$ cat src/rtl/seq_adder_pkg.sv
// Shared definitions for the chunk-serial adder: FSM states and sizing helpers.
package seq_adder_pkg;

  typedef enum logic [1:0] {
    IDLE = 2'd0,
    RUN  = 2'd1,
    DONE = 2'd2
  } state_t;

  // Number of CHUNK-wide slices in a WIDTH-bit operand.
  function automatic int num_chunks(input int width, input int chunk);
    return width / chunk;
  endfunction

  // Width of the chunk index counter.
  function automatic int cnt_width(input int width, input int chunk);
    return $clog2(width / chunk) + 1;
  endfunction

endpackage

$ cat src/rtl/seq_adder_chunk_adder.sv
// Combinational CHUNK-bit ripple adder slice; also exposes the carry into its
// top bit so the caller can derive two's-complement overflow.
module chunk_adder #(
  parameter int CHUNK = 4
) (
  input  logic [CHUNK-1:0] x,
  input  logic [CHUNK-1:0] y,
  input  logic             ci,
  output logic [CHUNK-1:0] s,
  output logic             co,
  output logic             c_msb
);

  logic [CHUNK:0] c;

  assign c[0] = ci;

  // Full-adder cell per bit, carries rippling upward.
  for (genvar gi = 0; gi < CHUNK; gi++) begin : g_bit
    assign s[gi]   = x[gi] ^ y[gi] ^ c[gi];
    assign c[gi+1] = (x[gi] & y[gi]) | (c[gi] & (x[gi] ^ y[gi]));
  end

  assign co    = c[CHUNK];
  assign c_msb = c[CHUNK-1];

endmodule

$ cat src/rtl/seq_adder.sv
// Sequential adder/subtractor: processes CHUNK bits per clock over
// WIDTH/CHUNK cycles using a single chunk_adder slice.
module seq_adder #(
  parameter int WIDTH = 16,
  parameter int CHUNK = 4
) (
  input  logic             clk,
  input  logic             rst,
  input  logic             start,
  input  logic [WIDTH-1:0] a,
  input  logic [WIDTH-1:0] b,
  input  logic             cin,
  input  logic             sub,
  output logic             busy,
  output logic             done,
  output logic [WIDTH-1:0] sum,
  output logic             cout,
  output logic             ovf
);

  import seq_adder_pkg::*;

  // Refuse to build with a chunk size that does not tile the operand.
  if ((CHUNK < 1) || (WIDTH % CHUNK != 0)) begin : g_bad_params
    $error("seq_adder: WIDTH must be a positive multiple of CHUNK");
  end

  localparam int N  = num_chunks(WIDTH, CHUNK);
  localparam int CW = cnt_width(WIDTH, CHUNK);
  localparam logic [CW-1:0] K_LAST = CW'(N - 1);

  state_t           state_reg;
  state_t           state_next;

  // acc_reg starts as operand A and is shifted right one chunk per cycle while
  // result chunks enter at the top; after N cycles it holds the full result.
  // Sharing the register keeps the flop count near 3*WIDTH.
  logic [WIDTH-1:0] acc_reg;
  logic [WIDTH-1:0] b_reg;
  logic             carry_reg;
  logic [CW-1:0]    k_reg;
  logic [WIDTH-1:0] sum_reg;
  logic             cout_reg;
  logic             ovf_reg;

  logic [CHUNK-1:0] s_w;
  logic             co_w;
  logic             c_msb_w;
  logic [WIDTH-1:0] acc_next;
  logic [WIDTH-1:0] b_shift;
  logic             accept;
  logic             last_chunk;

  assign accept     = start && ((state_reg == IDLE) || (state_reg == DONE));
  assign last_chunk = (state_reg == RUN) && (k_reg == K_LAST);

  chunk_adder #(.CHUNK(CHUNK)) u_chunk (
    .x     (acc_reg[CHUNK-1:0]),
    .y     (b_reg[CHUNK-1:0]),
    .ci    (carry_reg),
    .s     (s_w),
    .co    (co_w),
    .c_msb (c_msb_w)
  );

  // With a single chunk there is nothing left to shift down.
  if (N == 1) begin : g_single
    assign acc_next = s_w;
    assign b_shift  = '0;
  end else begin : g_multi
    assign acc_next = {s_w, acc_reg[WIDTH-1:CHUNK]};
    assign b_shift  = {{CHUNK{1'b0}}, b_reg[WIDTH-1:CHUNK]};
  end

  // State register; reset wins over any start request.
  always_ff @(posedge clk) begin
    if (rst) begin
      state_reg <= IDLE;
    end else begin
      state_reg <= state_next;
    end
  end

  // Next-state and status outputs.
  always_comb begin
    state_next = state_reg;
    busy       = 1'b0;
    done       = 1'b0;
    case (state_reg)
      IDLE: begin
        if (start) state_next = RUN;
      end
      RUN: begin
        busy = 1'b1;
        if (k_reg == K_LAST) state_next = DONE;
      end
      DONE: begin
        done       = 1'b1;
        state_next = start ? RUN : IDLE;
      end
      default: state_next = IDLE;
    endcase
  end

  // Operand capture, per-chunk accumulation and result publication.
  always_ff @(posedge clk) begin
    if (rst) begin
      acc_reg   <= '0;
      b_reg     <= '0;
      carry_reg <= 1'b0;
      k_reg     <= '0;
      sum_reg   <= '0;
      cout_reg  <= 1'b0;
      ovf_reg   <= 1'b0;
    end else if (accept) begin
      acc_reg   <= a;
      b_reg     <= sub ? ~b : b;
      carry_reg <= sub ? 1'b1 : cin;
      k_reg     <= '0;
    end else if (state_reg == RUN) begin
      acc_reg   <= acc_next;
      b_reg     <= b_shift;
      carry_reg <= co_w;
      k_reg     <= k_reg + CW'(1);
      if (last_chunk) begin
        sum_reg  <= acc_next;
        cout_reg <= co_w;
        ovf_reg  <= co_w ^ c_msb_w;
      end
    end
  end

  assign sum  = sum_reg;
  assign cout = cout_reg;
  assign ovf  = ovf_reg;

endmodule

$ cat config.mk
export PLATFORM = sky130hd
export DESIGN_NAME = seq_adder
export DESIGN_NICKNAME = d
export VERILOG_FILES = /design/src/rtl/seq_adder_pkg.sv /design/src/rtl/seq_adder_chunk_adder.sv /design/src/rtl/seq_adder.sv
export SDC_FILE = /design/constraint.sdc
export NUM_CORES = 1
export LEC_CHECK = 0
export ABC_AREA = 0
export BUFFER_PORTS_ARGS = -buffer_cell sky130_fd_sc_hd__buf_2
export CAP_MARGIN = 20
export CELL_PAD_IN_SITES_DETAIL_PLACEMENT = 2
export CELL_PAD_IN_SITES_GLOBAL_PLACEMENT = 2
export CORE_MARGIN = 2
export CORE_UTILIZATION = 32
export DETAILED_ROUTE_END_ITERATION = 8
export PLACE_DENSITY = 0.8
export SYNTH_ARGS = -nofsm -noshare
export SYNTH_HDL_FRONTEND = slang
export SYNTH_SLANG_ARGS = --single-unit
export TNS_END_PERCENT = 20
$ cat constraint.sdc
create_clock -name clk -period 3.1 [get_ports clk]
set_input_delay 0.31 -clock clk [delete_from_list [all_inputs] [get_ports clk]]
set_output_delay 0.31 -clock clk [all_outputs]
set_load 0.01 [all_outputs]
# --- After elaboration in Yosys (flattened, before gate mapping) ---
# Index checks and enable logic that the tools add are counted.
# W data, S select, Z words.
totals:
  regBits: 56
  output_inout_bits: 20
  elab_cells: 59
classes:
  n_addsub: 1
  n_eq_ne: 5
  n_mux: 14
  bitwise: 23
  reduce_logical: 8
op_table:
  columns: ["cell", "n"]
  rows:
  - ["$mux W16", 5]
  - ["$not A16 Y16", 1]
  - ["$xor A1 B1 Y1", 9]
  - ["$and A1 B1 Y1", 8]
  - ["$mux W1", 6]
  - ["$pmux W2 S3", 1]
  - ["$mux W2", 2]
  - ["$ne A2 B2 Y1 const B", 2]
  - ["$or A1 B1 Y1", 4]
  - ["$add A3 B1 Y3 const B", 1]
  - ["$eq A3 B2 Y1 const B", 1]
  - ["$reduce_and A3 Y1", 1]
  - ["$eq A2 B1 Y1 const B", 1]
  - ["$eq A2 B2 Y1 const B", 1]
  - ["$logic_and A1 B1 Y1", 2]
  - ["$logic_not A2 Y1", 1]
  - ["$reduce_and A2 Y1", 1]
  - ["$reduce_bool A2 Y1", 1]
  - ["$reduce_or A2 Y1", 1]
  - ["$logic_or A1 B1 Y1", 1]
  - ["$not A1 Y1", 1]

# --- Longest topological paths before layout ---
depth:
  depth_word: 11
  depth_mapped: 10

# --- Cells and area by module ---
# A second synthesis with hierarchy kept.
hier_totals:
  cells_unflattened: 290
  area_unflattened_um2: 2454.9
by_module_without_submodules:
  columns: ["module", "instances", "cells_each", "area_per_inst_um2", "seq_area_each_um2"]
  rows:
  - ["seq_adder", 1, 278, 2344.7, 1121.1]
  - ["chunk_adder", 1, 12, 110.1, 0.0]

# --- Worst setup path after synthesis ---
# Ideal clock, no wire load.
synth_path:
  path_type: "flip-flop to flip-flop"
  startpoint: "reg acc_reg[0]"
  endpoint: "reg acc_reg[15]"
  setup_ps: 70
  arrival_time_ps: 2084
  required_time_ps: 3030
  slack_ps: 946
  path_stages_with_launch: 10
  path_buffers: 0
  cell_sequence: "dfxtp_1 > fa_1 > inv_1 > fa_1 > inv_1 > fa_1 > inv_1 > fa_1 > a2bb2oi_1 > a21oi_1"
synth_via:
  elab_chain_len: 10
synth_rtl:
  columns: ["item", "line_no", "rtl"]
  rows:
  - ["start, declared", "seq_adder.sv:38", "logic [WIDTH-1:0] acc_reg;"]
  - ["start signal, assigned", "seq_adder.sv:121", "acc_reg <= acc_next;"]
  - ["$xor A1 B1 Y1", "seq_adder_chunk_adder.sv:21", "assign c[gi+1] = (x[gi] & y[gi]) | (c[gi] & (x[gi] ^ y[gi]));"]
  - ["$and A1 B1 Y1", "seq_adder_chunk_adder.sv:21", null]
  - ["$or A1 B1 Y1 *", "seq_adder_chunk_adder.sv:21", null]
  - ["$and A1 B1 Y1 *", "seq_adder_chunk_adder.sv:21", null]
  - ["$or A1 B1 Y1 *", "seq_adder_chunk_adder.sv:21", null]
  - ["$and A1 B1 Y1 *", "seq_adder_chunk_adder.sv:21", null]
  - ["$or A1 B1 Y1 *", "seq_adder_chunk_adder.sv:21", null]
  - ["$xor A1 B1 Y1 *", "seq_adder_chunk_adder.sv:20", "assign s[gi] = x[gi] ^ y[gi] ^ c[gi];"]
  - ["$mux W16 *", "seq_adder.sv:120", "end else if (state_reg == RUN) begin"]
  - ["$mux W16 *", "seq_adder.sv:115", "end else if (accept) begin"]
# Mark *: on every way between the ends. The rest lies on a longest branch, timed or not. The select of a mux whose other input is x is not followed.
# A chain may end at the register's enable or synchronous reset.

# --- Worst setup path in the final report ---
# Same ends and word-level chain as after synthesis.

==> out/results.txt <==
Residual DRC count: 0. The cell internal power dissipation was 0.00101 W. After the first detailed-routing iteration, the DRC count stood at 110. The total power density per cell area was 503 nW/um^2. Clock skew on the completed layout was measured at 14.7 ps.

The cell area after synthesis came out at 2480 um^2. In this run the post-CTS setup repair buffer count came out at 0. The switching power share of the total works out to 0.300. Max-cap violations in this run came to 0. Of all nets on the critical path, the largest fanout is 2.

Summed over all nets, wire length on met2 after detailed routing comes to 3.11 mm. The post-detailed-placement cell area was 2760 um^2; the remaining max-slew budget at the tightest pin was 0.586. The run gives 0 as the max-slew violation count.

Summed over all nets, the switching power comes to 0.000431 W. The count of final hold-check violations came out at 0. The area share of the largest cell type after synthesis was 0.452; the gate count after technology mapping was 256. Summing over every cut layer, the via total after detailed routing is 2064. The proportion of synthesized flip-flops having asynchronous set or reset was 0.

Setup slack closes at 816 ps. The logs give 299 for the net count of the mapped netlist and 0.000213 V for the maximum resistive drop on vdd. On the worst path, the slowest cell contributes a delay of 420 ps. The largest net degree at the start of global routing is 41. The tree is rooted in a sky130_fd_sc_hd__clkbuf_8. Setup repair after global routing left no endpoint under its margin. The critical path goes through fa_1, inv_1, fa_1, inv_1, fa_1, inv_1, fa_1, a2bb2oi_1, a21oi_1.

The y dimension of the die was 92.1 um. Hold repair after CTS inserted 0 buffers. The run gives 3370 ps as the required arrival time at the worst endpoint. The logs give 35 for the number of unique standard cell types used by synthesis and 0 for the initial antenna violation count. The number of sinks handled by clock tree synthesis was 56. The logs give 0.777 for the routability congestion estimate and 0 for the global route total overflow.

After the last flow step, the layout net total stands at 343. TritonCTS built the clock tree. Share of total power in sequential cells: 0.546. Counting flops and latches in the post-synthesis netlist gives 56.

In the final routing, the length of wire on met1 measures 3.10 mm. The worst setup path is captured at a flop. Summed over all instances, the cell type with the most area after synthesis is sky130_fd_sc_hd__dfxtp_1. The worst min-delay path class is input port to flop.

The worst path in the final design needs a cycle of 2280 ps, including I/O delays and setup. The run gives 1.15 nW as the reported leakage power. Critical path start-end classification: flop to flop. The number of buffers between clock root and the deepest sink is 2. The commonest cells after synthesis are sky130_fd_sc_hd__dfxtp_1, sky130_fd_sc_hd__a21oi_1, sky130_fd_sc_hd__nand3_1. For the worst-skew pair, the clock arrives at the later sink with an insertion delay of 330 ps. The ratio of cells with drive above 1 in the final layout is 0.262. The run gives 0.307 as the proportion of power drawn by the clock network. The total global routing track utilization is 0.167. Share of the clock period used by the worst path after layout: 0.737.

The tools report the share of power burned in combinational logic as 0.147. The top-level I/O count came out at 57. The category of cells accounting for the largest share of critical-path delay is adder cells.

In the synthesized netlist the dominant register cell turns out to be sky130_fd_sc_hd__dfxtp_1. The detailed-routed wire length on met3 was 317 um; the row count was 32. Based on the critical path, the design can be clocked at up to 438 MHz. The run gives 0 as the setup violation total in the final timing report. The die covers 8470 um^2. In the final routed layout, each cell accounts on average for 16.5 um. Count of input and output buffers: 56. The run gives 6.63 mm as the wire length after detailed routing. Slew at the pin closest to its max-slew limit: 618 ps. Yosys attributes the largest share of cell area to sky130_fd_sc_hd__dfxtp_1, sky130_fd_sc_hd__a22oi_1, sky130_fd_sc_hd__a21oi_1. The synthesized design contains 0 enable-type register cells. The buffering stage count on the worst path with inverters included was 3. Width of the chip: 92.1 um.

After detailed routing, the number of vias per cell comes to 5.12. The area growth from synthesis to layout is 15.3%. For the total of warnings raised by yosys, the log shows 0. The flow ran to the end, and the final reports show no timing, DRC or antenna violations.

The number of routed nets with antenna violations was 0; the clock-pin slew on the worst setup and hold paths was 120 ps. The number of global-route vias before repair came out at 2207. The cell area after layout is 2860 um^2. The average cell area after synthesis was 9.69 um^2; the global-route wire length before repair was 11.3 mm.

The run gives 0.376 as the final core area utilization. In this run the top signal layer used is met4. The worst setup path is launched from a flop. Clock tree synthesis inserted a total of 5 buffers. The cell at the slowest stage of the critical path is sky130_fd_sc_hd__fa_1. At the worst endpoint, the arrival time is 2550 ps. In this run, post-CTS repair resized a total of 0 instances.

Power comes to 0.00144 W. For the final routed database, the setup TNS stands at 0 ps. The H-tree was split into 2 levels. The post-detailed-placement half-perimeter wirelength came out at 4.64 mm. In this design, the critical path's most frequently occurring cell is sky130_fd_sc_hd__fa_1. The core area came out at 7610 um^2.

The first-pass iteration count of the detailed router was 4. The tools report the worst slack at placement as 791 ps. The run gives 0.452 as the part of the Yosys area used for sequential elements. The starting utilization of the core area was 0.326. The cell with the most instances after synthesis is sky130_fd_sc_hd__dfxtp_1. For the count of antenna diodes in the layout, the log shows 0.
==> metrics by stage <==
stage                     hold slack [ps]  instances
final                                 238        403
after global routing                  230        403
after CTS                             226        403
after detailed placement              459        395
after global placement                450        395
after floorplan                       444        256
==> tightest hold or removal path, stage by stage <==
cell                      delay (ps)
sky130_fd_sc_hd__buf_2           110
sky130_fd_sc_hd__nand2_1          50
sky130_fd_sc_hd__a21oi_1          60
==> kinds of logic after synthesis <==
logic type / synth area share
flops: 0.452
fa+ha+maj: 0.0424
mux: 0.00403
simple gates: 0.123
compound gates: 0.233
buf+inv: 0.0827
xor+xnor: 0.0635
==> worst paths after layout <==
path                  to  slack, ps  cells after the start  startpoint
max          acc_reg[15]        820                      9  acc_reg[0]
min reg2reg          ovf        470                      2         ovf
min          acc_reg[13]        240                      3       a[13]
max reg2reg  acc_reg[15]        820                      9  acc_reg[0]
==> layer usage <==
layer,GRT usage,up-vias
met1,0.220,1016
met5,0,-
met3,0.0435,8
li1,-,993
met2,0.271,47
met4,0.0473,0
==> cells in the final DEF (no fill, tap or decap), types with 3 or more instances in the layout <==
cell type,n
sky130_fd_sc_hd__fa_1,4
sky130_fd_sc_hd__a22oi_1,20
sky130_fd_sc_hd__dfxtp_1,56
sky130_fd_sc_hd__buf_4,4
sky130_fd_sc_hd__a22o_1,12
sky130_fd_sc_hd__clkbuf_8,5
sky130_fd_sc_hd__a21oi_1,29
sky130_fd_sc_hd__xor2_1,16
sky130_fd_sc_hd__o2bb2ai_1,3
sky130_fd_sc_hd__inv_1,8
sky130_fd_sc_hd__nand2_1,19
sky130_fd_sc_hd__a311oi_2,4
sky130_fd_sc_hd__nor2_1,9
sky130_fd_sc_hd__buf_2,56
sky130_fd_sc_hd__nand3_1,28
==> cell type report <==
type | instances | area [um^2]
sequential | 56 | 1120
timing repair buffer | 60 | 310
multi-input combinational | 167 | 1160
fill | 884 | 4750
clock buffer | 5 | 68.8
tap | 102 | 128
inverter | 10 | 47.5
clock inverter | 3 | 27.5
==> power by group through the flow <==
stage	logic (W)	clock network [W]	registers, W
6_report	0.000211	0.000442	0.000786
5_1_grt	0.000241	0.000490	0.000792
4_1_cts	0.000216	0.000455	0.000786
3_5_place_dp	0.000215	0	0.000803
3_3_place_gp	0.000210	0	0.000801
2_1_floorplan	0.000159	0	0.000793
Power figures use the tool's default switching activity.
